## config.mk

```make
export PLATFORM = sky130hd
export DESIGN_NAME = dqsw_delay_trainer
export DESIGN_NICKNAME = d
export VERILOG_FILES = /design/src/rtl/dqsw_delay_trainer.sv
export SDC_FILE = /design/constraint.sdc
export NUM_CORES = 1
export LEC_CHECK = 0
export ABC_CLOCK_PERIOD_IN_PS = 6300
export BUFFER_PORTS_ARGS = -buffer_cell sky130_fd_sc_hd__buf_2
export CAP_MARGIN = 10
export CORE_MARGIN = 5
export CORE_UTILIZATION = 60
export CTS_CLUSTER_DIAMETER = 40
export CTS_CLUSTER_SIZE = 40
export DETAILED_ROUTE_END_ITERATION = 10
export PLACE_DENSITY = 0.84
export SETUP_SLACK_MARGIN = 0.4
export SYNTH_ARGS = -nofsm -noshare
export SYNTH_HDL_FRONTEND = slang
export SYNTH_SLANG_ARGS = --single-unit
```

## constraint.sdc

```tcl
create_clock -name FAB_CLK -period 6.3 [get_ports FAB_CLK]
set_input_delay 0.315 -clock FAB_CLK [delete_from_list [all_inputs] [get_ports FAB_CLK]]
set_output_delay 0.315 -clock FAB_CLK [all_outputs]
set_load 0.02 [all_outputs]
```

## src/rtl/dqsw_delay_trainer.sv

```systemverilog
// dqsw_delay_trainer
// Write-leveling sequencer for one DQSW lane IOD. The delay line is swept one
// tap at a time. A single DQS rising edge is launched at each tap, and the
// RX_DATA feedback is sampled. The first stable 0->1 transition is reported on
// TAP_RESULT, and the delay line is left parked on that tap.
//
// Optional feature: define DQSW_TRAINER_EYE_MON_EN to OR the eye-monitor
// EARLY/LATE flags into a per-tap jitter flag. A set flag forces the tap to be
// classified as MIXED. Without the macro, the eye-monitor inputs are ignored.
module dqsw_delay_trainer #(
  parameter int MAX_TAPS      = 128,  // 2..256
  parameter int SETTLE_CYCLES = 16,   // >= 1
  parameter int SAMPLE_CYCLES = 8,    // >= 1
  parameter int MATCH_COUNT   = 2     // 1..8
) (
  input  logic       FAB_CLK,
  input  logic       ARST,
  input  logic       START,
  input  logic [1:0] RX_DATA,
  input  logic       DELAY_LINE_OUT_OF_RANGE,
  input  logic       EYE_MONITOR_EARLY,
  input  logic       EYE_MONITOR_LATE,
  output logic       DELAY_LINE_LOAD,
  output logic       DELAY_LINE_MOVE,
  output logic       DELAY_LINE_DIRECTION,
  output logic       EYE_MONITOR_CLEAR_FLAGS,
  output logic [1:0] TX_DATA,
  output logic [1:0] OE_DATA,
  output logic       BUSY,
  output logic       DONE,
  output logic       ERROR,
  output logic [7:0] TAP_RESULT
);

  // State encoding
  localparam logic [3:0] S_IDLE    = 4'd0;
  localparam logic [3:0] S_LOAD    = 4'd1;
  localparam logic [3:0] S_CLEAR   = 4'd2;
  localparam logic [3:0] S_PULSE   = 4'd3;
  localparam logic [3:0] S_SETTLE  = 4'd4;
  localparam logic [3:0] S_SAMPLE  = 4'd5;
  localparam logic [3:0] S_EVAL    = 4'd6;
  localparam logic [3:0] S_MOVE    = 4'd7;
  localparam logic [3:0] S_BACKOFF = 4'd8;
  localparam logic [3:0] S_DONE    = 4'd9;
  localparam logic [3:0] S_FAIL    = 4'd10;

  // Terminal counts, pre-sized to the registers they are compared against
  localparam logic [15:0] SETTLE_LAST = 16'(SETTLE_CYCLES - 1);
  localparam logic [15:0] SAMPLE_LAST = 16'(SAMPLE_CYCLES - 1);
  localparam logic [7:0]  TAP_LAST    = 8'(MAX_TAPS - 1);
  localparam logic [3:0]  MATCH_N     = 4'(MATCH_COUNT);
  localparam logic [3:0]  BACK_N      = 4'(MATCH_COUNT - 1);
  localparam logic [7:0]  MATCH_OFS   = 8'(MATCH_COUNT - 1);

  // Control / datapath registers
  logic [3:0]  r_state;
  logic [15:0] r_cnt;
  logic [7:0]  r_tap;
  logic        r_seen_zero;
  logic [3:0]  r_ones_run;
  logic [3:0]  r_back_cnt;
  logic        r_all_one;
  logic        r_any_one;
  logic [7:0]  r_tap_result;

  // Registered outputs
  logic       r_load;
  logic       r_move;
  logic       r_dir;
  logic       r_clear;
  logic [1:0] r_tx;
  logic [1:0] r_oe;
  logic       r_busy;
  logic       r_done;
  logic       r_error;

  // Combinational helpers
  logic [3:0] w_state_next;
  logic       w_idle_like;
  logic       w_start_ok;
  logic       w_in_sweep;
  logic       w_jitter;
  logic       w_is_one;
  logic       w_is_zero;
  logic [3:0] w_ones_run_next;
  logic       w_match;

`ifdef DQSW_TRAINER_EYE_MON_EN
  logic r_jitter;
  assign w_jitter = r_jitter;
`else
  logic w_unused_eye;
  assign w_unused_eye = EYE_MONITOR_EARLY | EYE_MONITOR_LATE;
  assign w_jitter     = 1'b0;
`endif

  assign w_idle_like = (r_state == S_IDLE) || (r_state == S_DONE) || (r_state == S_FAIL);
  assign w_start_ok  = w_idle_like && START;
  // LOAD is excluded from the range check: the range flag is still stale from the
  // previous sweep until the load has taken effect.
  assign w_in_sweep  = !w_idle_like && (r_state != S_LOAD);

  // Classify the tap that was just sampled and work out the new ones-run length
  always_comb begin
    w_is_one        = r_all_one && !w_jitter;
    w_is_zero       = !r_any_one && !w_jitter;
    w_ones_run_next = 4'd0;
    if (w_is_one && r_seen_zero) begin
      w_ones_run_next = r_ones_run + 4'd1;
    end
    w_match = (w_ones_run_next == MATCH_N);
  end

  // Next-state logic; an out-of-range flag during the sweep overrides everything
  always_comb begin
    w_state_next = r_state;
    case (r_state)
      S_IDLE, S_DONE, S_FAIL: begin
        if (START) begin
          w_state_next = S_LOAD;
        end
      end
      S_LOAD:   w_state_next = S_CLEAR;
      S_CLEAR:  w_state_next = S_PULSE;
      S_PULSE:  w_state_next = S_SETTLE;
      S_SETTLE: begin
        if (r_cnt == SETTLE_LAST) begin
          w_state_next = S_SAMPLE;
        end
      end
      S_SAMPLE: begin
        if (r_cnt == SAMPLE_LAST) begin
          w_state_next = S_EVAL;
        end
      end
      S_EVAL: begin
        if (w_match) begin
          // With a single-tap match the line is already on the edge tap
          w_state_next = (MATCH_COUNT > 1) ? S_BACKOFF : S_DONE;
        end else if (r_tap == TAP_LAST) begin
          w_state_next = S_FAIL;
        end else begin
          w_state_next = S_MOVE;
        end
      end
      S_MOVE:   w_state_next = S_CLEAR;
      S_BACKOFF: begin
        if (r_back_cnt == 4'd1) begin
          w_state_next = S_DONE;
        end
      end
      default:  w_state_next = S_IDLE;
    endcase
    if (w_in_sweep && DELAY_LINE_OUT_OF_RANGE) begin
      w_state_next = S_FAIL;
    end
  end

  // State register
  always_ff @(posedge FAB_CLK or posedge ARST) begin
    if (ARST) begin
      r_state <= S_IDLE;
    end else begin
      r_state <= w_state_next;
    end
  end

  // Phase counter for SETTLE and SAMPLE; restarts on every state change
  always_ff @(posedge FAB_CLK or posedge ARST) begin
    if (ARST) begin
      r_cnt <= 16'd0;
    end else if (w_state_next != r_state) begin
      r_cnt <= 16'd0;
    end else if ((r_state == S_SETTLE) || (r_state == S_SAMPLE)) begin
      r_cnt <= r_cnt + 16'd1;
    end
  end

  // Tap index follows the delay line: it steps on the same edge that raises a move
  always_ff @(posedge FAB_CLK or posedge ARST) begin
    if (ARST) begin
      r_tap <= 8'd0;
    end else if (w_start_ok) begin
      r_tap <= 8'd0;
    end else if (w_state_next == S_MOVE) begin
      r_tap <= r_tap + 8'd1;
    end else if (w_state_next == S_BACKOFF) begin
      r_tap <= r_tap - 8'd1;
    end
  end

  // Number of reverse moves still to issue while backing off onto the edge tap
  always_ff @(posedge FAB_CLK or posedge ARST) begin
    if (ARST) begin
      r_back_cnt <= 4'd0;
    end else if ((r_state == S_EVAL) && (w_state_next == S_BACKOFF)) begin
      r_back_cnt <= BACK_N;
    end else if (r_state == S_BACKOFF) begin
      r_back_cnt <= r_back_cnt - 4'd1;
    end
  end

  // Per-tap sample accumulators; they are re-armed during the pulse cycle
  always_ff @(posedge FAB_CLK or posedge ARST) begin
    if (ARST) begin
      r_all_one <= 1'b0;
      r_any_one <= 1'b0;
    end else if (r_state == S_PULSE) begin
      r_all_one <= 1'b1;
      r_any_one <= 1'b0;
    end else if (r_state == S_SAMPLE) begin
      r_all_one <= r_all_one & RX_DATA[0] & RX_DATA[1];
      r_any_one <= r_any_one | RX_DATA[0] | RX_DATA[1];
    end
  end

`ifdef DQSW_TRAINER_EYE_MON_EN
  // Any eye-monitor flag during sampling marks the tap as jittery
  always_ff @(posedge FAB_CLK or posedge ARST) begin
    if (ARST) begin
      r_jitter <= 1'b0;
    end else if (r_state == S_PULSE) begin
      r_jitter <= 1'b0;
    end else if (r_state == S_SAMPLE) begin
      r_jitter <= r_jitter | EYE_MONITOR_EARLY | EYE_MONITOR_LATE;
    end
  end
`endif

  // Edge tracking: seen_zero arms the matcher, and ones_run counts confirming taps
  always_ff @(posedge FAB_CLK or posedge ARST) begin
    if (ARST) begin
      r_seen_zero <= 1'b0;
      r_ones_run  <= 4'd0;
    end else if (w_start_ok) begin
      r_seen_zero <= 1'b0;
      r_ones_run  <= 4'd0;
    end else if (r_state == S_EVAL) begin
      r_seen_zero <= r_seen_zero | w_is_zero;
      r_ones_run  <= w_ones_run_next;
    end
  end

  // Result capture: the first tap of the confirming run; kept through FAIL
  always_ff @(posedge FAB_CLK or posedge ARST) begin
    if (ARST) begin
      r_tap_result <= 8'd0;
    end else if ((r_state == S_EVAL) && w_match && (w_state_next != S_FAIL)) begin
      r_tap_result <= r_tap - MATCH_OFS;
    end
  end

  // Output registers decoded from the next state so each strobe lines up with its state
  always_ff @(posedge FAB_CLK or posedge ARST) begin
    if (ARST) begin
      r_load  <= 1'b0;
      r_move  <= 1'b0;
      r_dir   <= 1'b0;
      r_clear <= 1'b0;
      r_tx    <= 2'b00;
      r_oe    <= 2'b00;
      r_busy  <= 1'b0;
      r_done  <= 1'b0;
      r_error <= 1'b0;
    end else begin
      r_load  <= (w_state_next == S_LOAD);
      r_move  <= (w_state_next == S_MOVE) || (w_state_next == S_BACKOFF);
      r_dir   <= (w_state_next == S_MOVE);
      r_clear <= (w_state_next == S_CLEAR);
      r_tx    <= (w_state_next == S_PULSE) ? 2'b01 : 2'b00;
      r_oe    <= (w_state_next == S_PULSE) ? 2'b11 : 2'b00;
      r_busy  <= (w_state_next != S_IDLE) && (w_state_next != S_DONE) &&
                 (w_state_next != S_FAIL);
      r_done  <= (w_state_next == S_DONE);
      r_error <= (w_state_next == S_FAIL);
    end
  end

  assign DELAY_LINE_LOAD         = r_load;
  assign DELAY_LINE_MOVE         = r_move;
  assign DELAY_LINE_DIRECTION    = r_dir;
  assign EYE_MONITOR_CLEAR_FLAGS = r_clear;
  assign TX_DATA                 = r_tx;
  assign OE_DATA                 = r_oe;
  assign BUSY                    = r_busy;
  assign DONE                    = r_done;
  assign ERROR                   = r_error;
  assign TAP_RESULT              = r_tap_result;

endmodule

```

# Word-level counts from Yosys, hierarchy flattened
# Cells that the tools add are included.
[totals] ff_bits=57 latchBits=0 ram_bits=0 romBits=0 in_bits=8 output_inout_bits=19 wordCells=104 memories=0
[op_classes] n_addsub=5 mul=0 n_div=0 order_cmp=0 eq_ne=26 shift=0 muxes=26 bitwise=5 n_reduce_logical=24
[ops] operator="2-to-1 mux 4 bit" n=12
[ops] operator="2-to-1 mux 16 bit" n=2
[ops] operator="case mux 4 bit (8 select lines)" n=1
[ops] operator="== test 4 bit, second input constant" n=6
[ops] operator="2-to-1 mux 8 bit" n=3
[ops] operator="== test 4 x 2 -> 1 bit, second input constant" n=5
[ops] operator="== test 4 x 3 -> 1 bit, second input constant" n=5
[ops] operator="adder 16 x 1 -> 16 bit, second input constant" n=1
[ops] operator="== test 16 x 3 -> 1 bit, second input constant" n=1
[ops] operator="== test 16 x 4 -> 1 bit, second input constant" n=1
[ops] operator="== test 4 x 1 -> 1 bit, second input constant" n=3
[ops] operator="logical AND 1 bit" n=9
[ops] operator="adder 8 x 1 -> 8 bit, second input constant" n=1
[ops] operator="== test 8 x 7 -> 1 bit, second input constant" n=1
[ops] operator="!= test 4 bit, second input constant" n=2
[ops] operator="nonzero test 2 bit" n=4
[ops] operator="subtractor 8 x 1 -> 8 bit, second input constant" n=1
[ops] operator="2-to-1 mux 1 bit" n=7
[ops] operator="adder 4 x 1 -> 4 bit, second input constant" n=1
[ops] operator="zero test 4 bit" n=1
[ops] operator="logical OR 1 bit" n=4
[ops] operator="!= test 4 x 1 -> 1 bit, second input constant" n=1
[ops] operator="!= test 4 bit" n=1
[ops] operator="nonzero test 4 bit" n=1
[ops] operator="other kinds (8)" n=12

# Longest topological paths before layout
# Gate-level depths: netlist (run 1).
[logic_depth] ltp_word=11 depth_mapped=10 mapped_depth_nobuf=9

# Worst setup path before layout (run 1)
# Ideal clock, no wire load.
[synth_timing] path_kind="flip-flop to flip-flop" startpoint="reg r_ones_run[0]" endpoint="reg r_tap[3]" setup_ps=134 arrival_ps=2300 t_required_ps=6166 path_slack_ps=3865 stages_incl_launch_ff=10 n_path_buf=1 synth_period_minus_slack_ps=2435 cell_sequence="dfrtp_1 ha_1 nand2_1 or4_1 o21ai_2 a31o_1 buf_6 inv_2 o41ai_1 a211oi_1"
[synth_via] elab_chain_cells=9 word_cells_on_any_way=11 cone_classes="1 x add/sub; 3 x eq/ne; 6 x mux; 1 x reduce/logical"
[synth_lines] element="start, declared" line="61" text="logic [3:0] r_ones_run;"
[synth_lines] element="start signal, assigned" line="241" text="r_ones_run <= w_ones_run_next;"
[synth_lines] element="adder 4 x 1 -> 4 bit (*)" line="110" text="w_ones_run_next = r_ones_run + 4'd1;"
[synth_lines] element="2-to-1 mux 4 bit (*)" line="109" text="if (w_is_one && r_seen_zero) begin"
[synth_lines] element="== test 4 x 2 -> 1 bit (*)" line="112" text="w_match = (w_ones_run_next == MATCH_N);"
[synth_lines] element="2-to-1 mux 4 bit (*)" line="138" text="if (w_match) begin"
[synth_lines] element="case mux 4 bit (8 select lines) (*)" line="118" text="case (r_state)"
[synth_lines] element="2-to-1 mux 4 bit (*)" line="155" text="if (w_in_sweep && DELAY_LINE_OUT_OF_RANGE) begin"
[synth_lines] element="via w_state_next[0]" line="79" text="logic [3:0] w_state_next;"
[synth_lines] element="== test 4 x 3 -> 1 bit" line="186" text="end else if (w_state_next == S_MOVE) begin"
[synth_lines] element="2-to-1 mux 8 bit" line="186"
[synth_lines] element="2-to-1 mux 8 bit" line="184" text="end else if (w_start_ok) begin"
[synth_lines] element="end signal, assigned" line="187" text="r_tap <= r_tap + 8'd1;"
[synth_lines] element="end signal, assigned" line="189" text="r_tap <= r_tap - 8'd1;"
[synth_lines] element="end, declared" line="59" text="logic [7:0] r_tap;"
# The timed path passes the listed nets; every way through them passes the cells marked *.
# A chain may end at the register's enable or synchronous reset.

# Final worst setup path (run 1)
# Same ends and word-level chain as after synthesis.

==> results_dict.tcl, run 1 <==
set metrics [dict create \
    layout_setup_ws_ns 3.16 \
    postSynthNetCount 372 \
    reg2reg_slack_ns 3.16 \
    arrival_ns 3.32 \
    rows 27 \
    drtAntennaViolNets 0 \
    synth-seq-cells 55 \
    ys_warn_count 0 \
    stdcell_area_um2 3630 \
    final_cell_mix "dfrtp_1 (55), nor2_1 (39), nand2_1 (28), buf_2 (23)" \
    gp_congestion 0.860 \
    place_hpwl_mm 5.00 \
    cts_setup_buffers 0 \
    synthCells 358 \
    maxSlewHeadroom 0.378 \
    die-width_um 85.7 \
    end_kind "flip-flop" \
    grt_overflow 0 \
    grt_antenna_before_repair 0 \
    cts_max_level 2 \
    fillerInstances 445 \
    ys_async_sr_fraction 1.00 \
    routed_wl_mm 7.16 \
    finClkSkew_ns 0.00858 \
    stdcell_count 442 \
    startpoint "r_ones_run[0]" \
    power_switching_mw 0.839 \
    io_pins 27 \
    grt_max_degree 56 \
    critical_path.cell_chain "ha_1 -> nand2_1 -> or4_1 -> o21ai_2 -> a31o_1 -> inv_2 -> o41ai_1 -> a211oi_1" \
    final_common_cell "dfrtp_1" \
    p_int_mw 0.857 \
    nNetsFinal 383 \
    place_area_um2 3510 \
    dp_cells 433 \
    rsz0062_at_grt "no" \
    clock-root-buffer "clkbuf_8" \
    layout-drive-gt1-share 0.200 \
    fp.dieArea_um2 7340 \
    dr.first_iter.drc_count 256 \
    reg2reg_from "r_ones_run[0]" \
    io_buffers 23 \
    worstSetupPathType "reg2reg" \
    start_kind "flip-flop" \
    power_density_nw_per_um2 468 \
    maxCapViolCount 0 \
    grt_pass1_vias 2729 \
    cts_buffers 5 \
    p_clk_frac 0.118 \
    fmax_ghz 0.319 \
    worstMarginPinSlew_ns 0.926 \
    synth_ff_type "dfrtp_1" \
    clkSlewWorstSetupHoldPaths_ns 0.10 \
    cts_resized 0 \
    dr.pass1.iters 5 \
    ir_worst_vdd_uv 377 \
    required_ns 6.49 \
    outcome "finished, final reports clean" \
    path_buf_inv 1 \
    synth_cell_types 76 \
    n_antenna_cell 0 \
    hold_slack_ns 0.0578 \
    seq_area_frac_synth 0.400 \
    hold_viol_final 0 \
    drc_errors 0 \
    routed_via_density 6.22 \
    dpl_worst_slack_ns 3.24 \
    syn_area_um2 3440 \
    wl_per_cell_um 16.2 \
    die_y_um 85.7 \
    synthToLayoutAreaGrowth_pct 5.50 \
    slew_viol_final 0 \
    cts.sinks 55 \
    num_vias 2749 \
    core_um2 5540 \
    synth_area_per_cell_um2 9.60 \
    ctsHoldBuffers 0 \
    clock_path_buffers 2 \
    crit_path_max_fanout 9 \
    p_leak_nw 1.47 \
    r2r-end "r_tap[3]" \
    seq_power_share 0.346 \
    path_delay_family "compound AO/OA/AOI/OAI gates" \
    pwr-share-comb 0.536 \
    slowest_stage "or4_1" \
    slowest_delay_ns 0.62 \
    start_util 0.620 \
    gr-usage-all-layers 0.210 \
    switching_share 0.494 \
    hold_path.class "in2async" \
    setup-tns-final_ns 0 \
    reg2regPathDepth 8 \
    setup_viol 0 \
    period_minus_slack_ns 3.14 \
    grt_pass1_wl_mm 12.7 \
    cts_tree "built" \
    fin_crit_sh 0.498 \
    insertion_delay_ns 0.31 \
    synth-edff-count 0 \
]
## cells by family after synthesis
kind of cell,Yosys count,synth area share
simple gates,164,0.277
compound gates,61,0.143
flops,55,0.400
buf+inv,35,0.0550
xor+xnor,30,0.0819
fa+ha+maj,6,0.0218
mux,6,0.0189
other cells,1,0.00109
## worst max-delay path by stage
| stage | to | cells past startpoint | slack (ns) |
|---|---|---|---|
| detailed placement | r_tap[3] | 8 | 3.24 |
| finish | r_tap[3] | 8 | 3.16 |
| global placement | r_tap[5] | 8 | 3.37 |
| global route | r_tap[3] | 8 | 3.16 |
| CTS | r_tap[3] | 8 | 3.22 |
| floorplan | r_tap[3] | 9 | 3.87 |
## power groups by stage
stage	Combinational (mW)	Sequential [mW]	Clock, mW
after detailed placement	0.899	0.589	0
final	0.909	0.588	0.199
after global placement	0.879	0.585	0
after global routing	0.993	0.609	0.223
after CTS	0.905	0.584	0.205
after floorplan	0.792	0.552	0
## synth_stat cells (3+ instances only)
cell | number | area, um2
a211oi_1 | 7 | 52.6
a21oi_1 | 14 | 70.1
a311o_1 | 3 | 30.0
buf_2 | 5 | 25.0
buf_4 | 5 | 37.5
buf_6 | 4 | 45.0
clkbuf_1 | 6 | 22.5
dfrtp_1 | 55 | 1380
ha_1 | 6 | 75.1
inv_1 | 11 | 41.3
mux2_2 | 4 | 45.0
nand2_1 | 28 | 105
nand2b_1 | 3 | 18.8
nand3_1 | 15 | 75.1
nand4_1 | 10 | 62.6
nor2_1 | 39 | 146
nor2b_1 | 5 | 31.3
nor3_1 | 13 | 65.1
nor3_2 | 11 | 110
nor4_1 | 10 | 62.6
o211ai_1 | 3 | 22.5
o21ai_0 | 3 | 15.0
o21ai_1 | 3 | 15.0
o41ai_1 | 3 | 26.3
xnor2_1 | 15 | 131
xor2_1 | 14 | 123
## cell type report
class / count / area [um2] / area share
timing repair buffer: 24 / 135 / 0.0373
tap: 72 / 90.1 / 0.0248
inverter: 15 / 58.8 / 0.0162
multi-input combinational: 268 / 1870 / 0.516
clock buffer: 5 / 68.8 / 0.0190
clock inverter: 3 / 25.0 / 0.00690
sequential: 55 / 1380 / 0.380
## registers in the layout (all words and copies together) (netlist names)
register / count
EYE_MONITOR_CLEAR_FLAGS: 1
OE_DATA: 1
DELAY_LINE_DIRECTION: 1
DELAY_LINE_MOVE: 1
r_all_one: 1
r_tap: 8
r_any_one: 1
r_cnt: 16
DELAY_LINE_LOAD: 1
ERROR: 1
DONE: 1
r_back_cnt: 4
r_seen_zero: 1
TAP_RESULT: 8
BUSY: 1
r_state: 4
r_ones_run: 4
## worst register-to-register path: stages, from the launching register on
cell and delay (ns):
dfrtp_1 0.44, ha_1 0.32, nand2_1 0.08, or4_1 0.62
o21ai_2 0.30, a31o_1 0.50, inv_2 0.20, o41ai_1 0.47
a211oi_1 0.09
## through the flow
step,power [mW],utilization
final,1.70,0.654
after floorplan,1.34,-
after global routing,1.83,0.654
after detailed placement,1.49,0.634
after CTS,1.69,0.651
after global placement,1.46,0.634
## layer usage
metal / GRT usage / vias to the layer above / routed length [um]
met5: 0 / - / 0
met4: 0.0647 / 0 / 119
met3: 0.0346 / 12 / 432
met2: 0.331 / 107 / 3310
met1: 0.297 / 1323 / 3300
li1: - / 1307 / -
(Power assumes the default switching activity.)
==> inputs of run 2 (changes only) <==
Settings changed: ABC_AREA set to 1, ABC_CLOCK_PERIOD_IN_PS 6300 to 3300.
Clock period 6.3 ns to 3.3 ns, I/O delays scaled along.
==> results_dict.tcl, run 2 <==
set metrics [dict create \
    finClkSkew_ns 0.00580 \
    fillerInstances 442 \
    start_util 0.627 \
    ys_top_cells_by_count "nand2_1 (86), dfrtp_1 (55), inv_1 (46)" \
    ir_worst_vdd_uv 754 \
    synth-seq-cells 55 \
    required_ns 3.51 \
    routed_wl_mm 6.42 \
    fin_crit_sh 0.772 \
    synthCells 391 \
    fin_util 0.680 \
    n_antenna_cell 0 \
    rows 26 \
    hold_viol_final 0 \
    ys_warn_count 0 \
    die_y_um 83.7 \
    slowest_stage "dfrtp_1" \
    cts_tree "built" \
    final_common_cell "nand2_1" \
    synthTopCellsByArea "dfrtp_1 (42%), nand2_1 (9.9%), xor2_1 (6.2%)" \
    crit_path_max_fanout 11 \
    crit_path_frequent_cell "nand2_1" \
    grt_antenna_before_repair 0 \
    slowest_delay_ns 0.48 \
    total_power_mw 2.97 \
    arrival_ns 2.76 \
    outcome "finished, final reports clean" \
    synth_ff_type "dfrtp_1" \
    gp_congestion 0.842 \
    core_um2 5200 \
    grt_max_degree 33 \
    dr.first_iter.drc_count 78 \
    cts_max_level 2 \
    dr.pass1.iters 4 \
    final_cell_mix "nand2_1 (86), dfrtp_1 (55), inv_1 (45), nor2_1 (40)" \
    die-width_um 83.7 \
    p_leak_nw 1.74 \
    routed_via_density 5.32 \
    insertion_delay_ns 0.31 \
    setup_viol 0 \
    place_hpwl_mm 4.65 \
    synth_cell_types 35 \
    wl_per_cell_um 13.2 \
    drtAntennaViolNets 0 \
    path_delay_family "simple AND/OR/NAND/NOR gates" \
    gr-usage-all-layers 0.201 \
    synthToLayoutAreaGrowth_pct 8.44 \
    post-synth-top-area-fraction 0.422 \
    cts_setup_buffers 0 \
    clock_path_buffers 2 \
    drc_errors 0 \
    power_density_nw_per_um2 839 \
    nNetsFinal 428 \
    critical_path.cell_chain "inv_2 -> nand3_2 -> nor2_1 -> nand3_1 -> nand2_1 -> nor2_1 -> nand2_1 -> nand4_1 -> nand2_2 -> nor2_4 -> nand2_1 -> nand2_1" \
    synth_largest_area_cell "dfrtp_1" \
    rsz0062_at_grt "no" \
    maxCapViolCount 0 \
    worstMarginPinSlew_ns 0.508 \
    end_kind "flip-flop" \
    fmax_ghz 0.393 \
    synth-edff-count 0 \
    grt_pass1_wl_mm 11.7 \
    clkSlewWorstSetupHoldPaths_ns 0.10 \
    largest_reg_flops 16 \
    io_buffers 23 \
    grt_overflow 0 \
    grt_pass1_vias 2614 \
    layout-drive-gt1-share 0.188 \
    yosysMostFrequentCell "nand2_1" \
    hold_path.class "in2reg" \
    start_kind "flip-flop" \
    postSynthNetCount 405 \
    num_vias 2579 \
    path_buf_inv 1 \
    worstSetupPathType "reg2reg" \
    maxSlewHeadroom 0.661 \
    setup-tns-final_ns 0 \
    clock-root-buffer "clkbuf_8" \
    io_pins 27 \
    slew_viol_final 0 \
    regMostFlops "r_cnt" \
    ys_async_sr_fraction 1.00 \
    cts.sinks 55 \
    seq_area_frac_synth 0.422 \
    syn_area_um2 3260 \
    synth_area_per_cell_um2 8.34 \
    period_minus_slack_ns 2.55 \
    cts_buffers 5 \
    fp.dieArea_um2 7010 \
]
[run 2: changes by cell type in the layout (fill, tap and decap cells not counted), moves of 7 or more]
cell / previous run / this run
xnor2_1: 15 / 7
inv_1: 10 / 45
xor2_1: 14 / 23
a211oi_1: 7 / 0
a21oi_1: 14 / 7
nor2_4: 0 / 12
nor4_1: 10 / 0
nor3_2: 11 / 0
o21ai_0: 3 / 11
nand2_1: 28 / 86
[run 2: report_power, final]
part           total [mW]  switching, mW  internal [mW]  leakage (nW)
Clock               0.468          0.222          0.246        0.0612
Combinational        1.55           1.08          0.470         0.984
Sequential          0.952          0.141          0.811         0.694
[run 2: worst paths after layout]
| path | start | to | slack, ns | depth (start not counted) |
|---|---|---|---|---|
| max | r_state[1] | r_tap[6] | 0.75 | 12 |
| min | RX_DATA[0] | r_all_one | 0.16 | 3 |
| max reg2reg | r_state[1] | r_tap[6] | 0.75 | 12 |
| min reg2reg | TAP_RESULT[2] | TAP_RESULT[2] | 0.50 | 2 |
| max in group asynchronous | ARST | r_all_one | 2.10 | 4 |
| min in group asynchronous | ARST | DONE | 0.42 | 3 |
[run 2: cell families (layout without fill, tap and decap cells)]
group,count (synthesis),count (layout),synth area share
and+or+nand+nor,211,211,0.341
buffers and inverters,61,85,0.0790
DFF,55,55,0.422
xor gates and xnor gates,31,31,0.0855
AOI/OAI and AO/OA,25,25,0.0449
adders and majority gates,6,6,0.0230
other,1,1,0.00115
muxes,1,1,0.00307
[run 2: cell type report]
type	instances	area, um2	share of cell area
Inverter	52	195	0.0552
Multi-Input combinational cell	275	1630	0.460
Clock inverter	2	35.0	0.00990
Tap cell	70	87.6	0.0248
Timing Repair Buffer	25	133	0.0375
Clock buffer	6	82.6	0.0233
Sequential cell	55	1380	0.389
[run 2: worst min-delay path, stage by stage]
cell     delay, ns
buf_2         0.08
a21oi_1       0.05
o21ai_0       0.14
[run 2: per-stage QoR]
| step | setup slack [ns] | hold slack [ns] | cells | cell area (um2) |
|---|---|---|---|---|
| after CTS | 0.774 | 0.159 | 485 | 3540 |
| final | 0.753 | 0.160 | 485 | 3540 |
| after global routing | 0.514 | 0.183 | 485 | 3540 |
| after detailed placement | 0.820 | 0.221 | 476 | 3410 |
| after floorplan | 1.34 | 0.356 | 391 | 3260 |
| after global placement | 0.887 | 0.213 | 476 | 3410 |
[run 2: repair_timing]
action | CTS | global route
hold buffers | 1 | 0
endpoints found under the hold margin | 23 | 0
gates resized for setup | 0 | 0
[run 2: layer usage]
metal / routed length, um / track usage / vias up
li1: - / - / 1278
met1: 2780 / 0.246 / 1225
met2: 3270 / 0.349 / 65
met3: 264 / 0.0523 / 11
met4: 98 / 0.0585 / 0
met5: 0 / 0 / -
==> inputs of run 3 (changes only) <==
Settings changed: ABC_CLOCK_PERIOD_IN_PS 3300 to 2340, CORE_UTILIZATION 60 to 54, PLACE_DENSITY 0.84 to 0.8.
Clock period 3.3 ns to 2.34 ns, I/O delays scaled along.
==> results_dict.tcl, run 3 (synthesized netlist as in run 2, its figures left out) <==
set metrics [dict create \
    dp_cells 488 \
    finClkSkew_ns 0.0115 \
    largest_reg_flops 16 \
    required_ns 2.60 \
    reg2reg_from "r_tap[1]" \
    start_util 0.554 \
    drc_errors 0 \
    arrival_ns 2.31 \
    min-delay-start "RX_DATA[0]" \
    stdcell_count 530 \
    die_y_um 87.7 \
    startpoint "r_tap[1]" \
    fmax_ghz 0.489 \
    layout-drive-gt1-share 0.369 \
    p_clk_frac 0.129 \
    grt_use_met1 0.258 \
    p_int_mw 2.69 \
    die-width_um 87.7 \
    routed_wl_mm 7.61 \
    outcome "finished, final reports clean" \
    grt_antenna_before_repair 0 \
    final_common_cell "nand2_1" \
    p_leak_nw 1.96 \
    pwr-share-comb 0.609 \
    routed_via_density 5.28 \
    grt_pass1_wl_mm 12.0 \
    grt_overflow 0 \
    dpl_worst_slack_ns 0.111 \
    hold_viol_final 0 \
    gp_congestion 0.902 \
    seq_power_share 0.262 \
    dr.pass1.iters 7 \
    maxCapViolCount 0 \
    met2_usage 0.331 \
    clock-root-buffer "clkbuf_8" \
    grt_max_degree 30 \
    wl_per_cell_um 14.4 \
    insertion_delay_ns 0.32 \
    final_cell_mix "nand2_1 (77), dfrtp_1 (51), inv_1 (38), buf_4 (30)" \
    setup_viol 0 \
    end_kind "flip-flop" \
    start_kind "flip-flop" \
    rsz0062_at_grt "yes" \
    power_switching_mw 2.47 \
    total_power_mw 5.15 \
    cts.sinks 55 \
    fp.dieArea_um2 7690 \
    maxSlewHeadroom 0.600 \
    period_minus_slack_ns 2.05 \
    slew_viol_final 0 \
    gr-usage-all-layers 0.195 \
    hold_path.class "in2reg" \
    place_hpwl_mm 4.54 \
    rows 28 \
    cts_max_level 2 \
    cts_tree "built" \
    ir_worst_vdd_uv 736 \
    regMostFlops "r_cnt" \
    nNetsFinal 468 \
    worstSetupPathType "reg2reg" \
    n_antenna_cell 0 \
    dr.first_iter.drc_count 143 \
    core_um2 5890 \
    fillerInstances 397 \
    io_buffers 23 \
    grt_use_met3 0.0339 \
    num_vias 2801 \
    synthToLayoutAreaGrowth_pct 28.2 \
    worstMarginPinSlew_ns 0.598 \
    io_pins 27 \
    clkSlewWorstSetupHoldPaths_ns 0.11 \
    clock_path_buffers 2 \
    power_density_nw_per_um2 1230 \
    grt_pass1_vias 2657 \
    setup-tns-final_ns 0 \
    grt_most_used_layer "met2" \
    fin_crit_sh 0.875 \
    cts_buffers 5 \
    drtAntennaViolNets 0 \
    hold_slack_ns 0.118 \
    switching_share 0.479 \
    crit_path_max_fanout 8 \
    layout_setup_ws_ns 0.293 \
]
[run 3: power by group through the flow]
stage / clock network, mW / logic, mW / registers (mW)
floorplan: 0 / 1.88 / 1.35
global placement: 0 / 2.28 / 1.34
detailed placement: 0 / 2.34 / 1.35
CTS: 0.668 / 2.75 / 1.34
global route: 0.705 / 3.45 / 1.37
finish: 0.664 / 3.14 / 1.35
[run 3: final timing paths]
check                      slack [ns]       endpoint  depth (start not counted)
max                              0.29       r_cnt[0]                         12
max reg2reg                      0.29       r_cnt[0]                         12
min                              0.12      r_all_one                          3
min in group asynchronous        0.40     r_state[0]                          3
min reg2reg                      0.49  TAP_RESULT[6]                          2
max in group asynchronous        1.39    r_seen_zero                          4
[run 3: area by class of cell]
cell class / instances / area, um2 / area share
Multi-Input combinational cell: 275 / 1860 / 0.446
Clock buffer: 5 / 68.8 / 0.0165
Sequential cell: 55 / 1380 / 0.330
Tap cell: 75 / 93.8 / 0.0224
Inverter: 52 / 209 / 0.0500
Timing Repair Buffer: 65 / 517 / 0.124
Clock inverter: 3 / 47.5 / 0.0114
[run 3: repair_timing]
action / in CTS / in global routing
endpoints found under the hold margin: 26 / 0
pin swaps: 14 / 26
hold buffers: 1 / 0
gates cloned: 1 / 0
setup endpoints to repair: 37 / 42
gates resized for setup: 28 / 47
buffers inserted: 14 / 18
[run 3: metrics by stage]
stage,util,area (um2)
after detailed placement,0.596,3510
final,0.710,4180
after global placement,0.596,3510
after global routing,0.710,4180
after CTS,0.659,3880
after floorplan,-,3280
[run 3: critical path, stage by stage, from the launching register on]
cell and delay [ns]:
dfrtp_1 0.42, ha_2 0.20, nand2_2 0.07, nor2_2 0.04
nand4_1 0.19, nor2_2 0.06, nor2_2 0.15, nand3_4 0.12
xor2_2 0.19, nor2_2 0.15, nand3_4 0.12, buf_16 0.18
nor2_4 0.07
[run 3: per-layer routing]
layer | vias to the layer above | wire, um
met4 | 0 | 118
met2 | 73 | 4030
met1 | 1362 | 3140
li1 | 1354 | -
met5 | - | 0
met3 | 12 | 322
